File: config.mk
export PLATFORM = sky130hd
export DESIGN_NAME = sa_step_sequencer
export DESIGN_NICKNAME = d
export VERILOG_FILES = /design/src/rtl/sa_step_sequencer_pkg.sv /design/src/rtl/sa_sel_map.sv /design/src/rtl/sa_step_sequencer.sv
export SDC_FILE = /design/constraint.sdc
export NUM_CORES = 1
export LEC_CHECK = 0
export ABC_AREA = 0
export BUFFER_PORTS_ARGS = -buffer_cell sky130_fd_sc_hd__buf_2
export CORE_AREA = 2 2 39 41
export DETAILED_ROUTE_END_ITERATION = 10
export DIE_AREA = 0 0 41 43
export PLACE_DENSITY = 0.68
export RECOVER_POWER = 100
export REMOVE_ABC_BUFFERS = 1
export SLEW_MARGIN = 5
export SYNTH_ARGS = -nofsm -noshare
export SYNTH_HDL_FRONTEND = slang
export SYNTH_SLANG_ARGS = --single-unit
File: constraint.sdc
create_clock -name clk -period 1.9 [get_ports clk]
set_input_delay 0.38 -clock clk [delete_from_list [all_inputs] [get_ports clk]]
set_output_delay 0.38 -clock clk [all_outputs]
set_load 0.03 [all_outputs]
File: src/rtl/sa_step_sequencer_pkg.sv
// Shared definitions for the systolic-array step sequencer: FSM state encoding,
// operand-mux select codes and the default final step of a pass.
package sa_step_sequencer_pkg;

    typedef enum logic [1:0] {
        ST_IDLE = 2'b00,
        ST_RUN  = 2'b01,
        ST_DONE = 2'b10
    } seq_state_e;

    localparam logic [1:0] SEL_A = 2'b00;
    localparam logic [1:0] SEL_B = 2'b01;
    localparam logic [1:0] SEL_C = 2'b10;

    localparam int DEFAULT_LAST_STEP = 8;

endpackage

File: src/rtl/sa_sel_map.sv
// Combinational map from step count to the 3:1 operand-mux select.
module sa_sel_map
    import sa_step_sequencer_pkg::*;
(
    input  logic [3:0] cnt_i,
    output logic [1:0] sel_o
);

    // Counts 9..15 never occur in a pass but still map to a defined select
    always_comb begin
        sel_o = SEL_A;
        case (cnt_i)
            4'd0, 4'd1, 4'd3: sel_o = SEL_A;
            4'd2, 4'd4, 4'd6: sel_o = SEL_B;
            4'd5, 4'd7, 4'd8: sel_o = SEL_C;
            default:          sel_o = SEL_A;
        endcase
    end

endmodule

File: src/rtl/sa_step_sequencer.sv
// Step/pass sequencer for the systolic array: walks cnt through 0..LAST_STEP for
// NUM_PASSES passes per start, freezing on stall, and pulses done at the end.
module sa_step_sequencer
    import sa_step_sequencer_pkg::*;
#(
    parameter int LAST_STEP  = DEFAULT_LAST_STEP,
    parameter int NUM_PASSES = 1,
    parameter int PASS_W     = 4
) (
    input  logic              clk,
    input  logic              reset,
    input  logic              start,
    input  logic              stall,
    input  logic              clear,
    output logic [3:0]        cnt,
    output logic [1:0]        sel,
    output logic              step_valid,
    output logic [PASS_W-1:0] pass_idx,
    output logic              busy,
    output logic              done
);

    localparam logic [3:0]        LastCnt  = 4'(LAST_STEP);
    localparam logic [PASS_W-1:0] LastPass = PASS_W'(NUM_PASSES - 1);

    seq_state_e        state_q, state_d;
    logic [3:0]        cnt_q, cnt_d;
    logic [PASS_W-1:0] pass_q, pass_d;

    always_ff @(posedge clk) begin
        if (reset) begin
            state_q <= ST_IDLE;
            cnt_q   <= 4'd0;
            pass_q  <= '0;
        end else begin
            state_q <= state_d;
            cnt_q   <= cnt_d;
            pass_q  <= pass_d;
        end
    end

    // The last step of a non-final pass wraps straight into step 0 of the next pass
    always_comb begin
        state_d = state_q;
        cnt_d   = cnt_q;
        pass_d  = pass_q;
        case (state_q)
            ST_IDLE: begin
                cnt_d  = 4'd0;
                pass_d = '0;
                if (start) begin
                    state_d = ST_RUN;
                end
            end
            ST_RUN: begin
                if (!stall) begin
                    if (cnt_q < LastCnt) begin
                        cnt_d = cnt_q + 4'd1;
                    end else if (pass_q < LastPass) begin
                        cnt_d  = 4'd0;
                        pass_d = pass_q + PASS_W'(1);
                    end else begin
                        state_d = ST_DONE;
                    end
                end
            end
            ST_DONE: begin
                state_d = ST_IDLE;
                cnt_d   = 4'd0;
                pass_d  = '0;
            end
            default: begin
                state_d = ST_IDLE;
                cnt_d   = 4'd0;
                pass_d  = '0;
            end
        endcase
        if (clear) begin
            state_d = ST_IDLE;
            cnt_d   = 4'd0;
            pass_d  = '0;
        end
    end

    assign cnt        = cnt_q;
    assign pass_idx   = pass_q;
    assign busy       = (state_q == ST_RUN) || (state_q == ST_DONE);
    assign done       = (state_q == ST_DONE);
    assign step_valid = (state_q == ST_RUN) && !stall;

    sa_sel_map u_sel_map (
        .cnt_i (cnt_q),
        .sel_o (sel)
    );

endmodule

==> results.py <==
metrics = {
    "clock_tree": {
        "cts_buffers": 3,
        "clock_latency_ns": 0.26,
        "cts_root_buffer": "clkbuf_4",
        "cts_resized": 0,
        "cts_max_path_buffers": 2,
        "cts_tree": "built",
        "ctsHoldBuffers": 0,
        "cts_setup_buffers": 0,
        "clkSinkCount": 8,
        "htreeDepth": 1,
        "path_clk_slew_ns": 0.06,
    },
    "die": {
        "coreArea_sq_um": 1384,
        "start_util_pct": 33.36,
        "row_count": 14,
        "io_pins": 18,
        "die-area_sq_um": 1763,
        "die-width_microns": 41,
        "die_h_microns": 43,
    },
    "timing": {
        "finalMaxSlewViolations": 0,
        "fin_crit_sh_pct": 93.07,
        "hold_viol_final": 0,
        "min_period_ns": 1.768,
        "fin_tns_setup_ns": 0,
        "fmax_mhz": 565.5,
        "grt_setup_unrepaired": "no",
        "hold_slack_ns": 0.3208,
        "finalClockSkew_ns": 0.008628,
        "setup_viol": 0,
    },
    "critical_path": {
        "worstPathRequired_ns": 2.09,
        "path_cells": "ha_1, or3_1, o32a_1, o32a_1, nor2_1",
        "crit_path_max_incr_delay_ns": 0.42,
        "endpoint_kind": "register",
        "crit_path_frequent_cell": "o32a_1",
        "critPathMaxFanout": 6,
        "crit_type": "register to register",
        "slowest_stage": "dfxtp_1",
        "cp-start-kind": "register",
        "worstPathArrival_ns": 1.95,
    },
    "drt": {
        "route.detailed.drc": 0,
        "drtPass1Iterations": 5,
        "routed_wl_microns": 911,
        "vias_per_cell": 4.671,
        "ant_nets": 0,
        "wl_per_cell_microns": 10.72,
        "vias": 397,
        "drt_iter0_markers": 9,
    },
    "final_layout": {
        "num-nets-final": 81,
        "area_growth_pct": 17.07,
        "most-common-layout-cells": "dfxtp_1 (8), clkbuf_1 (8), nor2_1 (7)",
        "num_antenna_cells": 0,
        "drive_above_1_share_pct": 13.04,
    },
    "power_and_ir_drop": {
        "leakage_nw": 0.2376,
        "power_density_nw_per_um2": 647.0,
        "ir_worst_vdd_mv": 0.2398,
    },
    "global_route": {
        "grt_pass1_wl_microns": 1400,
        "grt_max_degree": 9,
        "first_global_vias": 333,
        "grt_usage_pct": 12.15,
        "grt_antenna_before_repair": 0,
        "grt_overflow_total": 0,
    },
    "placed_design": {
        "place.gp.congestion": 0.6596,
        "io_buffer_count": 13,
        "hpwl_microns": 720.1,
    },
    "synthesis": {
        "syn-cell-area_sq_um": 461.7,
        "yosysSeqAreaShare_pct": 34.69,
        "yosys.area.top_type_share_pct": 34.69,
        "synth_area_leaders": "dfxtp_1 (35%), ha_1 (14%), buf_4 (6.5%), nor2_1 (5.7%), xor2_1 (5.7%)",
        "syn_inst": 54,
        "synth_top_area_cell": "dfxtp_1",
        "ys_types": 20,
        "avgSynthCellArea_sq_um": 8.550,
        "yosysWarnings": 0,
        "ys_seq_elements": 8,
    },
    "run_status": {
        "status": "finished clean",
    },
    "run": {
        "maxCapViolCount": 0,
    },
    "hold_path": {
        "hold_class": "input pin to register",
    },
}
worst max-delay path: cells and delay by family (launching register included):
kind	cells	cell delay, ns
flip-flops	1	0.42
adder cells (fa/ha/maj)	1	0.28
AND/OR/NAND/NOR	2	0.46
AO/OA/AOI/OAI	2	0.54
cell type report:
cell class / count / area [sq um]
flip-flops and latches: 8 / 160.2
repair buffers: 13 / 55.05
multi-input cells: 42 / 271.5
inverters: 3 / 11.26
clock buffers: 3 / 22.52
well taps: 16 / 20.02
fillers: 164 / 843.3
sequential cells by signal (all words and copies together) (netlist names):
register / cells
cnt: 4
u_sel_map.sel_o: 2
state_q: 2
worst paths after layout:
path              cells after the start  slack, ns                 from                         end
setup / recovery                      5       0.13  cnt[0]$_SDFFE_PP0P_  u_sel_map.sel_o[1]$_DFF_P_
hold / removal                        2       0.32                clear     state_q[0]$_SDFFE_PP0P_
setup reg to reg                      5       0.13  cnt[0]$_SDFFE_PP0P_  u_sel_map.sel_o[1]$_DFF_P_
hold reg to reg                       2       0.54  cnt[1]$_SDFFE_PP0P_         cnt[1]$_SDFFE_PP0P_
power by group:
group,leakage [nW],internal (W),switching [W]
clock network,0.0138,0.0000724,0.0000587
logic,0.159,0.0000140,0.0000330
registers,0.0646,0.000170,0.00000198
metrics by stage:
stage                     total power, W  utilization [%]  instance area, sq um  cells  setup WS [ns]
after global placement         0.0002214            38.16                 528.0     82         0.2236
after detailed placement       0.0002228            38.16                 528.0     82         0.1719
after CTS                      0.0003574            39.78                 550.5     85         0.1480
after global routing           0.0003748            39.06                 540.5     85        0.06157
after floorplan                0.0002100                -                 442.9     53        0.03609
final                          0.0003497            39.06                 540.5     85         0.1317
synthesized netlist by cell type, drive strengths merged:
| cell | count |
|---|---|
| o21ai | 1 |
| a21oi | 5 |
| nor2 | 7 |
| nand2 | 4 |
| nor4 | 1 |
| nor3 | 1 |
| mux2i | 1 |
| conb | 1 |
| buf | 4 |
| dfxtp | 8 |
| nor2b | 3 |
| inv | 3 |
| ha | 5 |
| a41oi | 1 |
| or2b | 1 |
| xor2 | 3 |
| and3 | 2 |
| or3 | 1 |
| o32a | 2 |
layer usage:
metal	track usage [%]	wire length, microns
met2	17.50	419
met5	0	0
met1	14.15	406
met3	3.141	84
met4	10.00	0
logic make-up (layout without fill, tap and decap cells):
logic type | after synthesis | in the layout | share of synthesized area [%]
simple gates | 20 | 20 | 21.41
compound gates | 9 | 9 | 12.74
flops | 8 | 8 | 34.69
buf+inv | 7 | 19 | 8.943
fa+ha+maj | 5 | 5 | 13.55
xor+xnor | 3 | 3 | 5.692
other cells | 1 | 4 | 0.8122
mux | 1 | 1 | 2.168
Note: power is estimated with default switching activity, not from simulation.
